## src/rtl/ps2_device_tx_if.sv

```systemverilog
//------------------------------------------------------------------------------
// ps2_device_tx_if
//   Byte handshake between a byte source and the PS/2 device-side transmitter.
//
//   tx_data  [7:0] source -> tx   byte to send
//   tx_valid       source -> tx   a byte is offered
//   tx_ready       tx -> source   the transmitter can take a byte
//   tx_done        tx -> source   one-cycle pulse after a frame completes
//   tx_abort       tx -> source   one-cycle pulse when the host inhibits a frame
//
//   master: the byte source.  slave: the transmitter.
//------------------------------------------------------------------------------
`timescale 1ns/1ps
interface ps2_device_tx_if;
  logic [7:0] tx_data;
  logic       tx_valid;
  logic       tx_ready;
  logic       tx_done;
  logic       tx_abort;

  modport master (
    output tx_data,
    output tx_valid,
    input  tx_ready,
    input  tx_done,
    input  tx_abort
  );

  modport slave (
    input  tx_data,
    input  tx_valid,
    output tx_ready,
    output tx_done,
    output tx_abort
  );
endinterface

```

## src/rtl/ps2_device_tx.sv

```systemverilog
//------------------------------------------------------------------------------
// ps2_device_tx
//   Device (keyboard) end of a PS/2 link. Takes bytes over a valid/ready
//   handshake and sends standard 11-bit frames (start 0, 8 data bits LSB first,
//   odd parity, stop 1) by pulling PS2_CLK / PS2_DAT low open-drain. A host
//   that holds the clock low before or during a frame is honoured: the frame
//   waits for the bus, or is aborted and retried from its start bit.
//
// Parameters
//   CLK_HALF   clk cycles per PS/2 clock half-period
//   IDLE_HIGH  cycles both lines must read high before a frame starts
//
// Ports
//   clk          system clock (single domain)
//   reset        synchronous, active-high
//   tx           byte handshake (slave side): tx_data, tx_valid, tx_ready,
//                tx_done, tx_abort
//   ps2_clk_in   PS2_CLK pad value (asynchronous)
//   ps2_dat_in   PS2_DAT pad value (asynchronous)
//   ps2_clk_oe   1 pulls PS2_CLK low
//   ps2_dat_oe   1 pulls PS2_DAT low
//------------------------------------------------------------------------------
`timescale 1ns/1ps
module ps2_device_tx #(
  parameter int CLK_HALF  = 2000,
  parameter int IDLE_HIGH = 2500
) (
  input  logic               clk,
  input  logic               reset,
  ps2_device_tx_if.slave     tx,
  input  logic               ps2_clk_in,
  input  logic               ps2_dat_in,
  output logic               ps2_clk_oe,
  output logic               ps2_dat_oe
);

  localparam int PH_W   = (CLK_HALF > 1) ? $clog2(CLK_HALF) : 1;
  localparam int IDLE_W = $clog2(IDLE_HIGH + 3);

  localparam logic [PH_W-1:0] PH_LAST = PH_W'(CLK_HALF - 1);
  localparam logic [PH_W-1:0] PH_MID  = PH_W'(CLK_HALF / 2);

  // The bus-idle window is stretched by the synchronizer depth so that the
  // pads themselves, not just their delayed copies, have been high for the
  // whole IDLE_HIGH window when the first clock half starts.
  localparam logic [IDLE_W-1:0] IDLE_LAST = IDLE_W'(IDLE_HIGH + 2);

  localparam logic [3:0] IDX_STOP = 4'd10;

  typedef enum logic [2:0] {
    S_IDLE,
    S_WAIT_BUS,
    S_BIT_HIGH,
    S_BIT_LOW,
    S_FINISH,
    S_ABORT
  } state_t;

  state_t            state_q, state_d;
  logic [IDLE_W-1:0] idle_cnt_q, idle_cnt_d;
  logic [PH_W-1:0]   phase_q, phase_d;
  logic [3:0]        idx_q, idx_d;
  logic              dat_oe_q, dat_oe_d;
  logic              done_q, done_d;
  logic [10:0]       frame_q, frame_d;

  logic sclk_meta_q, sclk_q;
  logic sdat_meta_q, sdat_q;
  logic tx_ready;
  logic bus_idle;

  // Two-flop synchronizers; they reset to the idle (released) line level.
  always_ff @(posedge clk) begin
    if (reset) begin
      sclk_meta_q <= 1'b1;
      sclk_q      <= 1'b1;
      sdat_meta_q <= 1'b1;
      sdat_q      <= 1'b1;
    end else begin
      sclk_meta_q <= ps2_clk_in;
      sclk_q      <= sclk_meta_q;
      sdat_meta_q <= ps2_dat_in;
      sdat_q      <= sdat_meta_q;
    end
  end

  assign bus_idle = sclk_q & sdat_q;

  // A byte is never taken while a frame is pending, nor in the cycle that
  // reports the previous frame's completion.
  assign tx_ready = (state_q == S_IDLE) && !done_q;

  always_comb begin
    state_d    = state_q;
    idle_cnt_d = idle_cnt_q;
    phase_d    = phase_q;
    idx_d      = idx_q;
    dat_oe_d   = dat_oe_q;
    done_d     = 1'b0;
    frame_d    = frame_q;

    case (state_q)
      S_IDLE: begin
        idle_cnt_d = '0;
        dat_oe_d   = 1'b0;
        if (tx.tx_valid && tx_ready) begin
          frame_d = {1'b1, ~^tx.tx_data, tx.tx_data, 1'b0};
          state_d = S_WAIT_BUS;
        end
      end

      // A low data line here is a host request-to-send; it simply keeps the
      // idle counter at zero until the host lets go.
      S_WAIT_BUS: begin
        dat_oe_d = 1'b0;
        if (bus_idle) begin
          if (idle_cnt_q == IDLE_LAST) begin
            idle_cnt_d = '0;
            phase_d    = '0;
            idx_d      = 4'd0;
            state_d    = S_BIT_HIGH;
          end else begin
            idle_cnt_d = idle_cnt_q + 1'b1;
          end
        end else begin
          idle_cnt_d = '0;
        end
      end

      // Data is changed mid-high so it is stable around both clock edges.
      S_BIT_HIGH: begin
        if (phase_q == PH_MID) begin
          dat_oe_d = ~frame_q[idx_q];
        end
        if (phase_q == PH_LAST) begin
          phase_d = '0;
          // Clock still low after our release means the host is inhibiting.
          // Once the stop bit is on the wire the frame is allowed to finish.
          if (!sclk_q && (idx_q < IDX_STOP)) begin
            state_d = S_ABORT;
          end else begin
            state_d = S_BIT_LOW;
          end
        end else begin
          phase_d = phase_q + 1'b1;
        end
      end

      S_BIT_LOW: begin
        if (phase_q == PH_LAST) begin
          phase_d = '0;
          if (idx_q == IDX_STOP) begin
            dat_oe_d = 1'b0;
            state_d  = S_FINISH;
          end else begin
            idx_d   = idx_q + 4'd1;
            state_d = S_BIT_HIGH;
          end
        end else begin
          phase_d = phase_q + 1'b1;
        end
      end

      S_FINISH: begin
        dat_oe_d = 1'b0;
        if (phase_q == PH_LAST) begin
          phase_d = '0;
          done_d  = 1'b1;
          state_d = S_IDLE;
        end else begin
          phase_d = phase_q + 1'b1;
        end
      end

      // Single-cycle state: report the abort, then retry the latched frame.
      S_ABORT: begin
        dat_oe_d   = 1'b0;
        idle_cnt_d = '0;
        phase_d    = '0;
        idx_d      = 4'd0;
        state_d    = S_WAIT_BUS;
      end

      default: begin
        dat_oe_d = 1'b0;
        state_d  = S_IDLE;
      end
    endcase
  end

  always_ff @(posedge clk) begin
    if (reset) begin
      state_q    <= S_IDLE;
      idle_cnt_q <= '0;
      phase_q    <= '0;
      idx_q      <= 4'd0;
      dat_oe_q   <= 1'b0;
      done_q     <= 1'b0;
    end else begin
      state_q    <= state_d;
      idle_cnt_q <= idle_cnt_d;
      phase_q    <= phase_d;
      idx_q      <= idx_d;
      dat_oe_q   <= dat_oe_d;
      done_q     <= done_d;
    end
  end

  // Frame contents carry no reset; they are only read while a frame is active.
  always_ff @(posedge clk) begin
    frame_q <= frame_d;
  end

  // Drivers decode the state directly so every exit from the bit states
  // (finish, abort, reset) releases both lines in the same cycle.
  assign ps2_clk_oe  = (state_q == S_BIT_LOW);
  assign ps2_dat_oe  = dat_oe_q && ((state_q == S_BIT_HIGH) || (state_q == S_BIT_LOW));

  assign tx.tx_ready = tx_ready;
  assign tx.tx_done  = done_q;
  assign tx.tx_abort = (state_q == S_ABORT);

endmodule

```

## src/flat_wrapper.sv

```systemverilog
// flat-port wrapper written by rule: the top's interface ports become plain ports
module ps2_device_tx_flat 
#(
  parameter int CLK_HALF  = 2000,
  parameter int IDLE_HIGH = 2500
)
  (clk, reset, ps2_clk_in, ps2_dat_in, ps2_clk_oe, ps2_dat_oe, tx_tx_data, tx_tx_valid, tx_tx_ready, tx_tx_done, tx_tx_abort);
  ps2_device_tx_if tx_i ();
  input  logic clk;
  input  logic reset;
  input  logic ps2_clk_in;
  input  logic ps2_dat_in;
  output logic ps2_clk_oe;
  output logic ps2_dat_oe;
  input wire logic [$bits(tx_i.tx_data)-1:0] tx_tx_data;
  input wire logic [$bits(tx_i.tx_valid)-1:0] tx_tx_valid;
  output wire logic [$bits(tx_i.tx_ready)-1:0] tx_tx_ready;
  output wire logic [$bits(tx_i.tx_done)-1:0] tx_tx_done;
  output wire logic [$bits(tx_i.tx_abort)-1:0] tx_tx_abort;
  assign tx_i.tx_data = tx_tx_data;
  assign tx_i.tx_valid = tx_tx_valid;
  assign tx_tx_ready = tx_i.tx_ready;
  assign tx_tx_done = tx_i.tx_done;
  assign tx_tx_abort = tx_i.tx_abort;
  ps2_device_tx #(.CLK_HALF(CLK_HALF), .IDLE_HIGH(IDLE_HIGH)) u_core (.clk(clk), .reset(reset), .tx(tx_i), .ps2_clk_in(ps2_clk_in), .ps2_dat_in(ps2_dat_in), .ps2_clk_oe(ps2_clk_oe), .ps2_dat_oe(ps2_dat_oe));
endmodule
```

## config.mk

```make
export PLATFORM = sky130hd
export DESIGN_NAME = ps2_device_tx_flat
export DESIGN_NICKNAME = d
export VERILOG_FILES = /design/src/rtl/ps2_device_tx_if.sv /design/src/rtl/ps2_device_tx.sv /design/src/flat_wrapper.sv
export SDC_FILE = /design/constraint.sdc
export NUM_CORES = 1
export LEC_CHECK = 0
export BUFFER_PORTS_ARGS = -buffer_cell sky130_fd_sc_hd__clkbuf_2
export CAP_MARGIN = 5
export CORE_MARGIN = 8
export CORE_UTILIZATION = 51
export DETAILED_ROUTE_END_ITERATION = 12
export PLACE_DENSITY = 0.69
export SYNTH_ARGS = -nofsm -noshare
export SYNTH_HDL_FRONTEND = slang
export SYNTH_SLANG_ARGS = --single-unit
```

## constraint.sdc

```tcl
create_clock -name clk -period 2.6 [get_ports clk]
set_clock_uncertainty 0.05 [all_clocks]
set_input_delay 0.13 -clock clk [delete_from_list [all_inputs] [get_ports clk]]
set_output_delay 0.13 -clock clk [all_outputs]
set_load 0.01 [all_outputs]
```

# After elaboration in Yosys (flattened, before gate mapping)
# Index checks and enable logic that the tools add are counted.
totals:
  regBits: 45
  elab_cells: 85
  input_bits: 13
  out_inout_bits: 5
op_classes:
  eq_ne: 18
  n_lt_le_gt_ge: 2
  reduce_logical: 20
  bitwise: 3
  mux: 28
  addsub: 3
op_table:
  columns: ["cell", "count"]
  rows:
  - ["$mux W11", 3]
  - ["$pmux W11 S3", 1]
  - ["$mux W12", 2]
  - ["$mux W3", 8]
  - ["$pmux W12 S2", 1]
  - ["$pmux W3 S6", 1]
  - ["$mux W4", 4]
  - ["$ne A2 B1 Y1 const B", 7]
  - ["$add A12 B1 Y12 const B", 1]
  - ["$eq A12 B12 Y1 const B", 1]
  - ["$pmux W4 S3", 1]
  - ["$add A11 B1 Y11 const B", 1]
  - ["$eq A11 B10 Y1 const B", 1]
  - ["$eq A11 B11 Y1 const B", 1]
  - ["$reduce_xnor A8 Y1", 1]
  - ["$eq A3 B2 Y1 const B", 2]
  - ["$eq A3 B3 Y1 const B", 2]
  - ["$reduce_and A3 Y1", 2]
  - ["$reduce_and A6 Y1", 1]
  - ["$reduce_bool A3 Y1", 2]
  - ["$lt A4 B5 Y1 const B", 1]
  - ["$mux W1", 5]
  - ["$reduce_and A5 Y1", 1]
  - ["$add A4 B1 Y4 const B", 1]
  - ["16 further kinds", 23]

# Logic depth before layout (Yosys ltp)
logic_depth:
  ltp_word: 5
  depth_mapped: 9
  mapped_depth_nobuf: 7

# Worst setup path after synthesis
# Ideal clock, no wire load.
synth_timing:
  path_kind: "register -> register"
  from: "register u_core.phase_q[1]"
  to: "register u_core.phase_q[4]"
  period_less_slack_ns: 2.171
  stages_incl_launch_ff: 8
  setup_ns: 0.122
  arrival_ns: 1.999
  path_buffers: 1
  required_ns: 2.428
  setup_slack_ns: 0.429
  cell_sequence: "dfxtp_1 > ha_1 > nand3_1 > nor4_1 > a21oi_1 > o31ai_2 > buf_4 > a21oi_1"
synth_between:
  elab_chain_cells: 3
  word_cells_on_any_way: 4
  classes_between: "add/sub (1); eq/ne (1); mux (2)"
synth_lines:
  columns: ["element", "line", "rtl"]
  rows:
  - ["start, declared", "ps2_device_tx.sv:61", "logic [PH_W-1:0] phase_q, phase_d;"]
  - ["start signal, assigned", "ps2_device_tx.sv:202", "phase_q <= phase_d;"]
  - ["$add A11 B1 Y11 / $eq A11 B11 Y1 (equally long branches)", null, null]
  - ["$mux W11 (*)", "ps2_device_tx.sv:135, ps2_device_tx.sv:150, ps2_device_tx.sv:166", null]
  - ["$pmux W11 S3 (*)", "ps2_device_tx.sv:102", "case (state_q)"]
# Every way passes the cells marked *; elsewhere a longest branch is shown, timed or not.
# A chain may end at the register's enable or synchronous reset.

# Worst setup path after layout
layout_timing:
  from: "register u_core.phase_q[1]"
  to: "register u_core.idx_q[3]"
layout_between:
  elab_chain_cells: 3
layout_lines:
  columns: ["element", "line", "rtl"]
  rows:
  - ["$eq A11 B11 Y1", "ps2_device_tx.sv:150", "if (phase_q == PH_LAST) begin"]
  - ["$ne A2 B1 Y1 (no line)", null, null]
  - ["$reduce_and A5 Y1 (no line)", null, null]
  - ["end signal, assigned", "ps2_device_tx.sv:203", "idx_q <= idx_d;"]
  - ["end, declared", "ps2_device_tx.sv:62", "logic [3:0] idx_q, idx_d;"]
# No other way between the ends.

==> results.sh <==
export IMPL_status="completed"
export IMPL_port_buffer_count=17
export IMPL_r2r_start="u_core.phase_q[1]"
export IMPL_min_from="reset"
export IMPL_post_route_min_period_ns=2.232
export IMPL_yosysUniqueCellTypes=59
export IMPL_htree_num_levels=2
export IMPL_ios=18
export IMPL_path_class="flip-flop to flip-flop"
export IMPL_synth_simple_gate_area_share_pct=26.28
export IMPL_yosysTopAreaCell="dfxtp_1"
export IMPL_synth_compound_area_share_pct=16.74
export IMPL_max_cap_violations=0
export IMPL_drt_wl_total_um=5027
export IMPL_synth_nets=283
export IMPL_initial_core_util_pct=52.14
export IMPL_dpl_cell_area_um2=2556
export IMPL_cts_resized=0
export IMPL_clk_path_buf_depth=2
export IMPL_syn_avg_cell_area_um2=9.108
export IMPL_syn_cell_area_um2=2414
export IMPL_cp_required_ns=2.71
export IMPL_fin_area_um2=2771
export IMPL_die_x_um=84.80
export IMPL_vdd_drop_max_uv=347.7
export IMPL_post_route_period_util_pct=85.83
export IMPL_vias=2046
export IMPL_synth_seq_area_share_pct=41.06
export IMPL_place_hpwl_um=3493
export IMPL_max_clock_freq_mhz=448.1
export IMPL_yosys_top_cells_area="dfxtp_1, edfxtp_1, a311oi_1, nor2_1, xnor2_1"
export IMPL_setup_tns_ns=0
export IMPL_finalPower_uw=1544
export IMPL_final_common_cell="dfxtp_1"
export IMPL_clk_pin_slew_ns=0.09
export IMPL_slew_viol_final=0
export IMPL_clock_sinks=45
export IMPL_n_antenna_cell=0
export IMPL_cts_root_buf="clkbuf_8"
export IMPL_final_core_util_pct=59.86
export IMPL_core_area_um2=4629
export IMPL_yosysTopAreaCellShare_pct=29.86
export IMPL_crit_fanout=5
export IMPL_insertion_delay_ns=0.30
export IMPL_hold_path_class="input pin to flip-flop"
export IMPL_cts_made_buffers=5
export IMPL_postRouteAntennaNets=0
export IMPL_die_h_um=84.80
export IMPL_drtIter0Drc=114
export IMPL_worstPathArrival_ns=2.35
export IMPL_area_growth_pct=14.83
export IMPL_powerDensity_nw_per_um2=557.1
export IMPL_cts_tree="yes"
export IMPL_drcViolationCount=0
export IMPL_dr_pass1_iters=4
export IMPL_synth_edf_count=9
export IMPL_finalHoldViolations=0
export IMPL_synth_main_ff_cell="dfxtp_1"
export IMPL_synth_top_family_by_area="simple AND/OR/NAND/NOR gates"
export IMPL_critPathLaunch="u_core.phase_q[1]"
export IMPL_rsz0062_at_grt="false"
export IMPL_row_count=25
export IMPL_hold_ws_ns=0.2585
export IMPL_drive_above_1_share_pct=18.98
export IMPL_grt_use_total_pct=14.40
export IMPL_muxShareOfSynthArea_pct=2.281
export IMPL_end_kind="flip-flop"
export IMPL_final_cell_mix="dfxtp_1, nor2_1, nand2_1, clkbuf_2, a21oi_1"
export IMPL_slew_headroom_pct=61.11
export IMPL_synthAdderAreaFrac_pct=2.592
export IMPL_synth_xor_area_share_pct=5.806
export IMPL_ys_ff_latch=45
export IMPL_gr_total_overflow=0
export IMPL_wire_per_inst_um=14.40
export IMPL_grt_max_degree=24
export IMPL_grt_first_pass_wirelength_um=8493
export IMPL_fp_dieArea_um2=7190
export IMPL_yosys_warnings=0
export IMPL_synthCells=265
export IMPL_grt_antenna_before_repair=0
export IMPL_startpoint_type="flip-flop"
export IMPL_finalSetupViolations=0
export IMPL_place_gp_congestion=0.7974
export IMPL_grt_pass1_vias=1847
export IMPL_nets=312
export IMPL_tightest_slew_ns=0.5834
export IMPL_async_reset_ff_share_pct=0
export IMPL_vias_per_cell=5.862
export IMPL_p_leak_uw=0.0009580
cell usage after synthesis, types with 4 or more instances:
cell type,instances
a311oi_1,9
edfxtp_1,9
inv_1,8
nor3_1,6
nand3_1,10
and2_1,4
o21ai_0,14
and3_1,4
clkbuf_1,10
nand4_1,6
nand2_1,20
dfxtp_1,36
xor2_1,7
a21oi_1,15
nor2_1,21
ha_1,5
xnor2_1,9
or3_1,6
nor4_1,4
or2_2,5
nand2b_1,5
report_power, final:
part / total (uW) / internal [uW] / switching (uW) / leakage [uW]
combinational: 248 / 103 / 144 / 0.000527
clock: 535 / 288 / 248 / 0.0000543
sequential: 761 / 746 / 15.4 / 0.000377
total: 1540 / 1140 / 407 / 0.000958
cells by family (layout without fill, tap and decap cells):
logic type,count (synthesis),after routing
XOR/XNOR,16,16
AND/OR/NAND/NOR,111,111
flip-flops,45,45
AO/OA/AOI/OAI,59,59
buffers and inverters,25,55
adder cells (fa/ha/maj),5,5
multiplexers,4,4
worst paths after layout:
check	to	slack, ns	cells after the start
max reg2reg	u_core.idx_q[3]	0.37	6
max	u_core.idx_q[3]	0.37	6
min reg2reg	u_core.sdat_q	0.36	1
min	u_core.state_q[2]	0.26	2
flip-flops by register name (all words and copies together) (netlist names):
register and count:
u_core.state_q 3, u_core.tx.tx_done 1, u_core.phase_q 11, u_core.sdat_meta_q 1, u_core.idle_cnt_q 12, u_core.frame_q 9, u_core.sdat_q 1, u_core.dat_oe_q 1
u_core.sclk_meta_q 1, u_core.sclk_q 1, u_core.idx_q 4
repair_timing:
action,CTS,global route
hold endpoints to repair,10,0
buffers inserted,0,0
setup endpoints to repair,0,0
hold buffers,10,0
critical path, stage by stage (launching register included):
cell,delay [ns]
dfxtp_1,0.41
ha_1,0.20
nand3_1,0.12
or4_1,0.59
o31a_1,0.33
nor3_2,0.26
o311ai_0,0.15
through the flow:
step	worst slack (ns)	cells
2_1_floorplan	0.4293	265
3_3_place_gp	0.4033	331
3_5_place_dp	0.3743	331
4_1_cts	0.3445	349
5_1_grt	0.1903	349
6_report	0.3683	349
final cells by class:
| class | instances | area (um2) |
|---|---|---|
| fill | 408 | 1858 |
| multi-input combinational | 195 | 1296 |
| sequential | 45 | 991.0 |
| timing repair buffer | 38 | 267.8 |
| clock buffer | 5 | 68.82 |
| tap | 54 | 67.56 |
| clock inverter | 3 | 46.29 |
| inverter | 9 | 33.78 |
layer usage:
metal | global-route usage [%] | part of all wire (%)
met1 | 18.83 | 50
met2 | 22.26 | 45
met3 | 3.317 | 2.9
met4 | 5.663 | 1.6
met5 | 0 | 0
Power figures use the tool's default switching activity.
